**src/rtl/mem_arb_pkg.sv**
```systemverilog
// Shared types and widths for the I/D cache memory arbiter.
package mem_arb_pkg;

  localparam int ADDR_W = 28;
  localparam int DATA_W = 128;

  typedef enum logic [1:0] {
    IDLE = 2'd0,
    BUSY = 2'd1,
    RESP = 2'd2
  } state_e;

  typedef enum logic {
    OWN_I = 1'b0,
    OWN_D = 1'b1
  } owner_e;

endpackage

```
**src/rtl/mem_arbiter_if.sv**
```systemverilog
// Cache-side and memory-side signals of the arbiter, bundled for port connection.
interface mem_arbiter_if
  import mem_arb_pkg::*;
#(
  parameter int AW = ADDR_W,
  parameter int DW = DATA_W
);
  // Handshake: a cache holds X_read/X_write (with addr/wdata) until it sees the
  // one-cycle X_ready pulse; the arbiter holds mem_read/mem_write constant until
  // the cycle mem_ready is high, which completes the transfer.
  logic          i_read;
  logic          i_write;
  logic [AW-1:0] i_addr;
  logic [DW-1:0] i_wdata;
  logic [DW-1:0] i_rdata;
  logic          i_ready;

  logic          d_read;
  logic          d_write;
  logic [AW-1:0] d_addr;
  logic [DW-1:0] d_wdata;
  logic [DW-1:0] d_rdata;
  logic          d_ready;

  logic          mem_read;
  logic          mem_write;
  logic [AW-1:0] mem_addr;
  logic [DW-1:0] mem_wdata;
  logic [DW-1:0] mem_rdata;
  logic          mem_ready;

  modport slave (
    input  i_read, i_write, i_addr, i_wdata,
    input  d_read, d_write, d_addr, d_wdata,
    input  mem_rdata, mem_ready,
    output i_rdata, i_ready, d_rdata, d_ready,
    output mem_read, mem_write, mem_addr, mem_wdata
  );

  modport master (
    output i_read, i_write, i_addr, i_wdata,
    output d_read, d_write, d_addr, d_wdata,
    output mem_rdata, mem_ready,
    input  i_rdata, i_ready, d_rdata, d_ready,
    input  mem_read, mem_write, mem_addr, mem_wdata
  );

endinterface

```
**src/rtl/mem_arbiter_rr_arb2.sv**
```systemverilog
// Two-way round-robin pick: on a tie the requester that did not own the last
// transfer wins.
module rr_arb2
  import mem_arb_pkg::*;
(
  input  logic   req_i_i,
  input  logic   req_d_i,
  input  owner_e last_owner_i,
  output logic   grant_valid_o,
  output owner_e grant_owner_o
);

  always_comb begin
    grant_valid_o = req_i_i | req_d_i;
    grant_owner_o = OWN_I;
    if (req_d_i && (!req_i_i || (last_owner_i == OWN_I))) begin
      grant_owner_o = OWN_D;
    end
  end

endmodule

```
**src/rtl/mem_arbiter.sv**
```systemverilog
// Shares one line-wide memory port between the I-cache and D-cache; one
// transfer in flight, all outputs registered.
module mem_arbiter
  import mem_arb_pkg::*;
(
  input  logic          clk,
  input  logic          proc_reset,
  mem_arbiter_if.slave  bus,
  output state_e        state_o
);

  state_e              state_q, state_d;
  owner_e              owner_q, owner_d;
  owner_e              last_owner_q, last_owner_d;
  logic                mem_read_q, mem_read_d;
  logic                mem_write_q, mem_write_d;
  logic [ADDR_W-1:0]   mem_addr_q, mem_addr_d;
  logic [DATA_W-1:0]   mem_wdata_q, mem_wdata_d;
  logic [DATA_W-1:0]   i_rdata_q, i_rdata_d;
  logic [DATA_W-1:0]   d_rdata_q, d_rdata_d;
  logic                i_ready_q, i_ready_d;
  logic                d_ready_q, d_ready_d;

  logic   grant_valid;
  owner_e grant_owner;

  rr_arb2 u_rr_arb2 (
    .req_i_i       (bus.i_read | bus.i_write),
    .req_d_i       (bus.d_read | bus.d_write),
    .last_owner_i  (last_owner_q),
    .grant_valid_o (grant_valid),
    .grant_owner_o (grant_owner)
  );

  always_ff @(posedge clk or posedge proc_reset) begin
    if (proc_reset) state_q <= IDLE;
    else            state_q <= state_d;
  end

  always_comb begin
    state_d = state_q;
    case (state_q)
      IDLE:    if (grant_valid) state_d = BUSY;
      BUSY:    if (bus.mem_ready) state_d = RESP;
      RESP:    state_d = IDLE;
      default: state_d = IDLE;
    endcase
  end

  always_comb begin
    owner_d      = owner_q;
    last_owner_d = last_owner_q;
    mem_read_d   = mem_read_q;
    mem_write_d  = mem_write_q;
    mem_addr_d   = mem_addr_q;
    mem_wdata_d  = mem_wdata_q;
    i_rdata_d    = i_rdata_q;
    d_rdata_d    = d_rdata_q;
    i_ready_d    = 1'b0;
    d_ready_d    = 1'b0;
    case (state_q)
      IDLE: begin
        if (grant_valid) begin
          owner_d = grant_owner;
          // Write takes priority if a cache raises both strobes.
          if (grant_owner == OWN_I) begin
            mem_write_d = bus.i_write;
            mem_read_d  = bus.i_read & ~bus.i_write;
            mem_addr_d  = bus.i_addr;
            mem_wdata_d = bus.i_wdata;
          end else begin
            mem_write_d = bus.d_write;
            mem_read_d  = bus.d_read & ~bus.d_write;
            mem_addr_d  = bus.d_addr;
            mem_wdata_d = bus.d_wdata;
          end
        end
      end
      BUSY: begin
        if (bus.mem_ready) begin
          mem_read_d   = 1'b0;
          mem_write_d  = 1'b0;
          last_owner_d = owner_q;
          if (owner_q == OWN_I) begin
            i_ready_d = 1'b1;
            if (mem_read_q) i_rdata_d = bus.mem_rdata;
          end else begin
            d_ready_d = 1'b1;
            if (mem_read_q) d_rdata_d = bus.mem_rdata;
          end
        end
      end
      default: ;
    endcase
  end

  always_ff @(posedge clk or posedge proc_reset) begin
    if (proc_reset) begin
      owner_q      <= OWN_I;
      last_owner_q <= OWN_I;
      mem_read_q   <= 1'b0;
      mem_write_q  <= 1'b0;
      mem_addr_q   <= '0;
      mem_wdata_q  <= '0;
      i_rdata_q    <= '0;
      d_rdata_q    <= '0;
      i_ready_q    <= 1'b0;
      d_ready_q    <= 1'b0;
    end else begin
      owner_q      <= owner_d;
      last_owner_q <= last_owner_d;
      mem_read_q   <= mem_read_d;
      mem_write_q  <= mem_write_d;
      mem_addr_q   <= mem_addr_d;
      mem_wdata_q  <= mem_wdata_d;
      i_rdata_q    <= i_rdata_d;
      d_rdata_q    <= d_rdata_d;
      i_ready_q    <= i_ready_d;
      d_ready_q    <= d_ready_d;
    end
  end

  assign bus.mem_read  = mem_read_q;
  assign bus.mem_write = mem_write_q;
  assign bus.mem_addr  = mem_addr_q;
  assign bus.mem_wdata = mem_wdata_q;
  assign bus.i_rdata   = i_rdata_q;
  assign bus.d_rdata   = d_rdata_q;
  assign bus.i_ready   = i_ready_q;
  assign bus.d_ready   = d_ready_q;
  assign state_o       = state_q;

endmodule

```
**src/flat_wrapper.sv**
```systemverilog
// flat-port wrapper written by rule: the top's interface ports become plain ports
module mem_arbiter_flat import mem_arb_pkg::*;
  (clk, proc_reset, state_o, bus_i_read, bus_i_write, bus_i_addr, bus_i_wdata, bus_d_read, bus_d_write, bus_d_addr, bus_d_wdata, bus_mem_rdata, bus_mem_ready, bus_i_rdata, bus_i_ready, bus_d_rdata, bus_d_ready, bus_mem_read, bus_mem_write, bus_mem_addr, bus_mem_wdata);
  mem_arbiter_if bus_i ();
  input  logic clk;
  input  logic proc_reset;
  output state_e state_o;
  input wire logic [$bits(bus_i.i_read)-1:0] bus_i_read;
  input wire logic [$bits(bus_i.i_write)-1:0] bus_i_write;
  input wire logic [$bits(bus_i.i_addr)-1:0] bus_i_addr;
  input wire logic [$bits(bus_i.i_wdata)-1:0] bus_i_wdata;
  input wire logic [$bits(bus_i.d_read)-1:0] bus_d_read;
  input wire logic [$bits(bus_i.d_write)-1:0] bus_d_write;
  input wire logic [$bits(bus_i.d_addr)-1:0] bus_d_addr;
  input wire logic [$bits(bus_i.d_wdata)-1:0] bus_d_wdata;
  input wire logic [$bits(bus_i.mem_rdata)-1:0] bus_mem_rdata;
  input wire logic [$bits(bus_i.mem_ready)-1:0] bus_mem_ready;
  output wire logic [$bits(bus_i.i_rdata)-1:0] bus_i_rdata;
  output wire logic [$bits(bus_i.i_ready)-1:0] bus_i_ready;
  output wire logic [$bits(bus_i.d_rdata)-1:0] bus_d_rdata;
  output wire logic [$bits(bus_i.d_ready)-1:0] bus_d_ready;
  output wire logic [$bits(bus_i.mem_read)-1:0] bus_mem_read;
  output wire logic [$bits(bus_i.mem_write)-1:0] bus_mem_write;
  output wire logic [$bits(bus_i.mem_addr)-1:0] bus_mem_addr;
  output wire logic [$bits(bus_i.mem_wdata)-1:0] bus_mem_wdata;
  assign bus_i.i_read = bus_i_read;
  assign bus_i.i_write = bus_i_write;
  assign bus_i.i_addr = bus_i_addr;
  assign bus_i.i_wdata = bus_i_wdata;
  assign bus_i.d_read = bus_d_read;
  assign bus_i.d_write = bus_d_write;
  assign bus_i.d_addr = bus_d_addr;
  assign bus_i.d_wdata = bus_d_wdata;
  assign bus_i.mem_rdata = bus_mem_rdata;
  assign bus_i.mem_ready = bus_mem_ready;
  assign bus_i_rdata = bus_i.i_rdata;
  assign bus_i_ready = bus_i.i_ready;
  assign bus_d_rdata = bus_i.d_rdata;
  assign bus_d_ready = bus_i.d_ready;
  assign bus_mem_read = bus_i.mem_read;
  assign bus_mem_write = bus_i.mem_write;
  assign bus_mem_addr = bus_i.mem_addr;
  assign bus_mem_wdata = bus_i.mem_wdata;
  mem_arbiter u_core (.clk(clk), .proc_reset(proc_reset), .bus(bus_i), .state_o(state_o));
endmodule
```
**config.mk**
```make
export PLATFORM = sky130hd
export DESIGN_NAME = mem_arbiter_flat
export DESIGN_NICKNAME = d
export VERILOG_FILES = /design/src/rtl/mem_arb_pkg.sv /design/src/rtl/mem_arbiter_if.sv /design/src/rtl/mem_arbiter_rr_arb2.sv /design/src/rtl/mem_arbiter.sv /design/src/flat_wrapper.sv
export SDC_FILE = /design/constraint.sdc
export NUM_CORES = 1
export LEC_CHECK = 0
export BUFFER_PORTS_ARGS = -buffer_cell sky130_fd_sc_hd__clkbuf_2
export CORE_AREA = 2 2 334 336
export CTS_BUF_LIST = sky130_fd_sc_hd__clkbuf_16
export DETAILED_ROUTE_END_ITERATION = 8
export DIE_AREA = 0 0 336 338
export GPL_ROUTABILITY_DRIVEN = 0
export PLACE_DENSITY = 0.42
export SLEW_MARGIN = 5
export SYNTH_ARGS = -nofsm -noshare
export SYNTH_HDL_FRONTEND = slang
export SYNTH_SLANG_ARGS = --single-unit
```
**constraint.sdc**
```tcl
create_clock -name clk -period 26.6 [get_ports clk]
set_input_delay 5.32 -clock clk [delete_from_list [all_inputs] [get_ports clk]]
set_output_delay 5.32 -clock clk [all_outputs]
set_load 0.02 [all_outputs]
```
[After elaboration in Yosys (flattened, before gate mapping)]
Index checks and enable logic that the tools add are counted.
Storage, ports and cells
  register bits: 420
  bits of input ports: 447
  output and inout port bits: 418
  logic and storage cells: 53
Cells by class
  eq/ne operators: 3
  multiplexer cells: 19
  bitwise gates (word level): 9
  reductions and logical operators: 11
Operators by type and width (number)
  $mux 128: 1
  $mux 28: 1
  $mux 1: 12
  $reduce_and 4->1: 2
  $reduce_and 2->1: 3
  $mux 2: 2
  $not 1->1: 4
  $pmux 1 s2: 2
  $pmux 2 s2: 1
  $or 1x1->1: 3
  $reduce_and 3->1: 1
  $and 1x1->1: 2
  $eq 2x1->1 const B: 1
  $logic_not 2->1: 1
  $ne 2x1->1 const B: 1
  $ne 2x2->1 const B: 1
  $reduce_bool 2->1: 1
  $logic_and 1x1->1: 1
  $logic_not 1->1: 1
  $logic_or 1x1->1: 1

[Longest topological paths before layout]
  depth in word-level cells: 8
  mapped depth: 6
  gate-level depth less buffers: 4

[Cells and area by module]
Synthesis repeated with hierarchy kept, for this count alone.
Second synthesis, totals
  cells, all modules: 1249
  area total of the unflattened synthesis: 17979.7 sq um
Modules (own cells, without submodules)
  mem_arbiter: times used 1, cells each 1247, area each 17966.0 sq um, seq. area each 10510.1 sq um
  rr_arb2: times used 1, cells each 2, area each 13.8 sq um, seq. area each 0.0 sq um

[Worst setup path after synthesis]
OpenSTA, ideal clock, no wires.
  path type: input to register
  start point: in bus_mem_ready
  end point: reg u_core.i_rdata_q[10], in the netlist u_core.bus.i_rdata[10]
  library setup time: 0.125 ns
  data arrival time: 6.478 ns
  required time: 26.475 ns
  slack: 19.997 ns
  stages on the path: 5
  buffers on the path: 2
  cell sequence: nand3b_1 > nor3b_1 > buf_2 > buf_2 > mux2_2
Between the ends
  longest elaborated chain between the ends: 1
Ends and longest elaborated chain
  start: declaration: RTL line flat_wrapper.sv:17  | input wire logic [$bits(bus_i.mem_ready)-1:0] bus_mem_ready;
  $reduce_and 4->1 (no line)
  end signal: assignment: RTL line mem_arbiter.sv:116  | i_rdata_q <= i_rdata_d;
  end: declaration: RTL line mem_arbiter.sv:19  | logic [DATA_W-1:0] i_rdata_q, i_rdata_d;
Every way passes these cells.
A chain may end at the register's enable or synchronous reset.

[Worst setup path after layout]
  start point: in bus_d_read
  end point: reg u_core.mem_addr_q[12], in the netlist u_core.bus.mem_addr[12]
Between the ends
  longest elaborated chain between the ends: 4
  elaborated cells on any way between the ends: 6
Ends and longest elaborated chain
  start: declaration: RTL line flat_wrapper.sv:12  | input wire logic [$bits(bus_i.d_read)-1:0] bus_d_read;
  $or 1x1->1 (*): RTL line mem_arbiter.sv:29  | .req_d_i (bus.d_read | bus.d_write),
  $logic_and 1x1->1: RTL line mem_arbiter_rr_arb2.sv:16  | if (req_d_i && (!req_i_i || (last_owner_i == OWN_I))) begin
  $mux 1: RTL line mem_arbiter_rr_arb2.sv:16
  $mux 28: RTL line mem_arbiter.sv:66  | if (grant_owner == OWN_I) begin
  end signal: assignment: RTL line mem_arbiter.sv:114  | mem_addr_q <= mem_addr_d;
  end: declaration: RTL line mem_arbiter.sv:17  | logic [ADDR_W-1:0] mem_addr_q, mem_addr_d;
Mark *: on every way between the ends. The rest lies on a longest branch, timed or not.

==> results.md <==
* WL met1 at 34.5 mm
* Die Width at 336 µm
* Static Leakage at 13.0 nW
* Area Growth Syn to Fin at 38.3%
* Number of fill cells at 12.0k
* Post-synthesis sequential area ratio at 0.550
* Hold Path Class: reg -> reg
* H-tree lvl count at 2
* Top FF cell, synth: dfrtp_1
* Final min period at 8.38 ns
* Synth top area share at 0.550
* Layout cells sized above 1 at 0.496
* CTS tree: done
* Number of distinct library cells after synthesis at 23
* Initial Util at 0.174
* Synth Cell Area at 19100 µm²
* Sink Count at 420
* # hold bufs at CTS at 0
* Total power at 0.00340 W
* Number of synthesized flops with an enable pin at 0
* Fin Setup TNS at 0 ns
* Crit end category: register
* Detailed-routed wire length on met2 at 41.3 mm
* R2R Setup Slk at 22.78 ns
* Slew HR at 0.206
* Hold Violations, Final at 0
* Maximum vdd drop at 81.4 µV
* GRT Total Usage at 0.145
* Gate Count Post-Synth at 1665
* Clock latency on the worst-skew pair at 0.62 ns
* PD cells at 129 nW/µm²
* Period utilization at 0.315
* Die area at 114000 µm²
* Ys async rst share at 1.00
* Synth area leader: dfrtp_1
* Fin nets at 2869
* Critical-path top delay cell: buf_4
* Drt wl/cell at 22.0 µm
* Syn nets at 2112
* Cts bufs inserted at 54
* Clock Tree Root: clkbuf_16
* Core area at 110000 µm²
* Worst-margin pin slew at 1.19 ns
* CP required at 27.08 ns
* I/O pin count at 865
* Pin count of the biggest net entering global routing at 198
* Routed via count at 16.9k
* First-pass GRT wire length at 122 mm
* Clock Path Buffers at 3
* Fmax at 119 MHz
* Seq cells post-synth at 420
* Die Y-Extent at 338 µm
* Most frequent cell after synthesis: dfrtp_1
* Synth top cells by count: dfrtp_1 (420), o21ai_0 (313), a21oi_1 (312)
* Max Cap Viol at 0
* Worst-path clk slew at 0.05 ns
* Met3 wire len at 9.01 mm
* Ys Warns at 0
* Highest routed layer: met5
* Initial antenna violation count at 28
* Setup crit start kind: input port
* Post-CTS Resized at 0
* Vias per cell at 4.28
* Crit path DAT at 8.86 ns
* Wirelength, routed at 87.1 mm
* DRC viols at 0
* Synthesized area per cell at 11.5 µm²
* Synth area leaders: dfrtp_1 (55%), mux2_2 (15%), o21ai_0 (8.2%)
* Critical Setup Path Class: in -> reg
* CP max stage delay at 0.93 ns
* Crit-path max FO at 98
* Initial detailed-routing violation count at 904
* Outcome: finished, final reports clean
* Post-DRT Antenna Nets at 0
* Port bufs at 864
* Most Frequent Cell on Critical Path: buf_4
* Final setup violation count at 0
* Fin. max-slew vios at 0
* Gr ovfl total at 0
* Pre-Repair DR Iteration Count at 5
* Layout Skew at 0.0237 ns
* RSZ-0062 raised after global routing: no
* Number of global-route vias before repair at 17.1k
* # rows at 122
* Post-CTS setup buffers at 0
* CP cell instances: buf_4, or4_4, buf_4, buf_4, o211a_1, a21oi_1
* Final HPWL DP at 63.7 mm
-- cells by family after synthesis --
| group | share of synthesized area |
|---|---|
| buffers and inverters | 0.0455 |
| flip-flops | 0.550 |
| AND/OR/NAND/NOR | 0.00445 |
| multiplexers | 0.153 |
| AO/OA/AOI/OAI | 0.247 |
-- area by class of cell --
class	count	area (µm²)	share of cell area
Multi-Input combinational cell	1059	7760	0.294
Clock inverter	41	350	0.0133
Sequential cell	420	10500	0.398
Timing Repair Buffer	884	4530	0.171
Clock buffer	55	1380	0.0521
Inverter	3	18.8	0.000710
Tap cell	1488	1860	0.0705
Antenna cell	2	5.00	0.000189
-- metrics by stage --
| stage | setup WS, ns | instance area (µm²) | instances | hold slack, ns | util |
|---|---|---|---|---|---|
| detailed placement | 17.66 | 24700 | 3854 | 0.492 | 0.224 |
| global placement | 17.71 | 24700 | 3854 | 0.488 | 0.224 |
| finish | 18.22 | 26400 | 3952 | 0.501 | 0.240 |
| global route | 18.03 | 26400 | 3951 | 0.516 | 0.240 |
| floorplan | 9.59 | 19100 | 1665 | 0.457 | - |
| CTS | 18.34 | 26400 | 3950 | 0.504 | 0.240 |
-- flip-flops by register name, indices dropped and copies added, names as in the netlist, 2 cells and up --
signal,flops
u_core.bus.d_rdata,128
u_core.bus.i_rdata,128
u_core.state_o,2
u_core.bus.mem_wdata,128
u_core.bus.mem_addr,28
-- path summary, 6_finish.rpt --
| check | start | endpoint | depth (start not counted) |
|---|---|---|---|
| max | bus_d_read | u_core.bus.mem_addr[12] | 6 |
| min | u_core.bus.d_rdata[45] | u_core.bus.d_rdata[45] | 1 |
| max reg2reg | u_core.state_o[1] | u_core.bus.i_rdata[10] | 5 |
| min reg2reg | u_core.bus.d_rdata[45] | u_core.bus.d_rdata[45] | 1 |
| max in group asynchronous | proc_reset | u_core.bus.mem_wdata[64] | 4 |
| min in group asynchronous | proc_reset | u_core.bus.i_rdata[18] | 2 |
-- cell usage in the layout, fill, tap and decap left out, types with 2 or more instances in the layout --
| cell | synthesis | routed |
|---|---|---|
| a21oi_1 | 312 | 312 |
| and2_1 | 2 | 2 |
| buf_12 | 0 | 4 |
| buf_4 | 0 | 18 |
| bufinv_16 | 0 | 5 |
| clkbuf_16 | 0 | 55 |
| clkbuf_2 | 0 | 862 |
| clkinv_1 | 0 | 12 |
| clkinv_2 | 0 | 7 |
| dfrtp_1 | 420 | 420 |
| diode_2 | 0 | 2 |
| inv_1 | 3 | 14 |
| mux2_2 | 258 | 258 |
| nand2_1 | 2 | 2 |
| nor2_1 | 4 | 2 |
| nor2_4 | 0 | 2 |
| o211a_1 | 156 | 156 |
| o21ai_0 | 313 | 313 |
-- report_power, final --
| part | leakage (nW) | switching, W | internal (W) | total [W] |
|---|---|---|---|---|
| Clock | 0.889 | 0.000303 | 0.000422 | 0.000725 |
| Sequential | 5.01 | 0.000191 | 0.000954 | 0.00115 |
| Combinational | 7.12 | 0.000971 | 0.000561 | 0.00153 |
-- per-layer routing --
layer	global-route usage	up-vias
li1	-	7643
met1	0.171	8440
met2	0.241	720
met3	0.0618	111
met4	0.0389	14
met5	0	-
-- critical path: cells and delay by family --
family,cells,cell delay (ns)
AO/OA/AOI/OAI,2,0.34
buffers and inverters,3,2.20
AND/OR/NAND/NOR,1,0.79
Power figures use the tool's default switching activity.
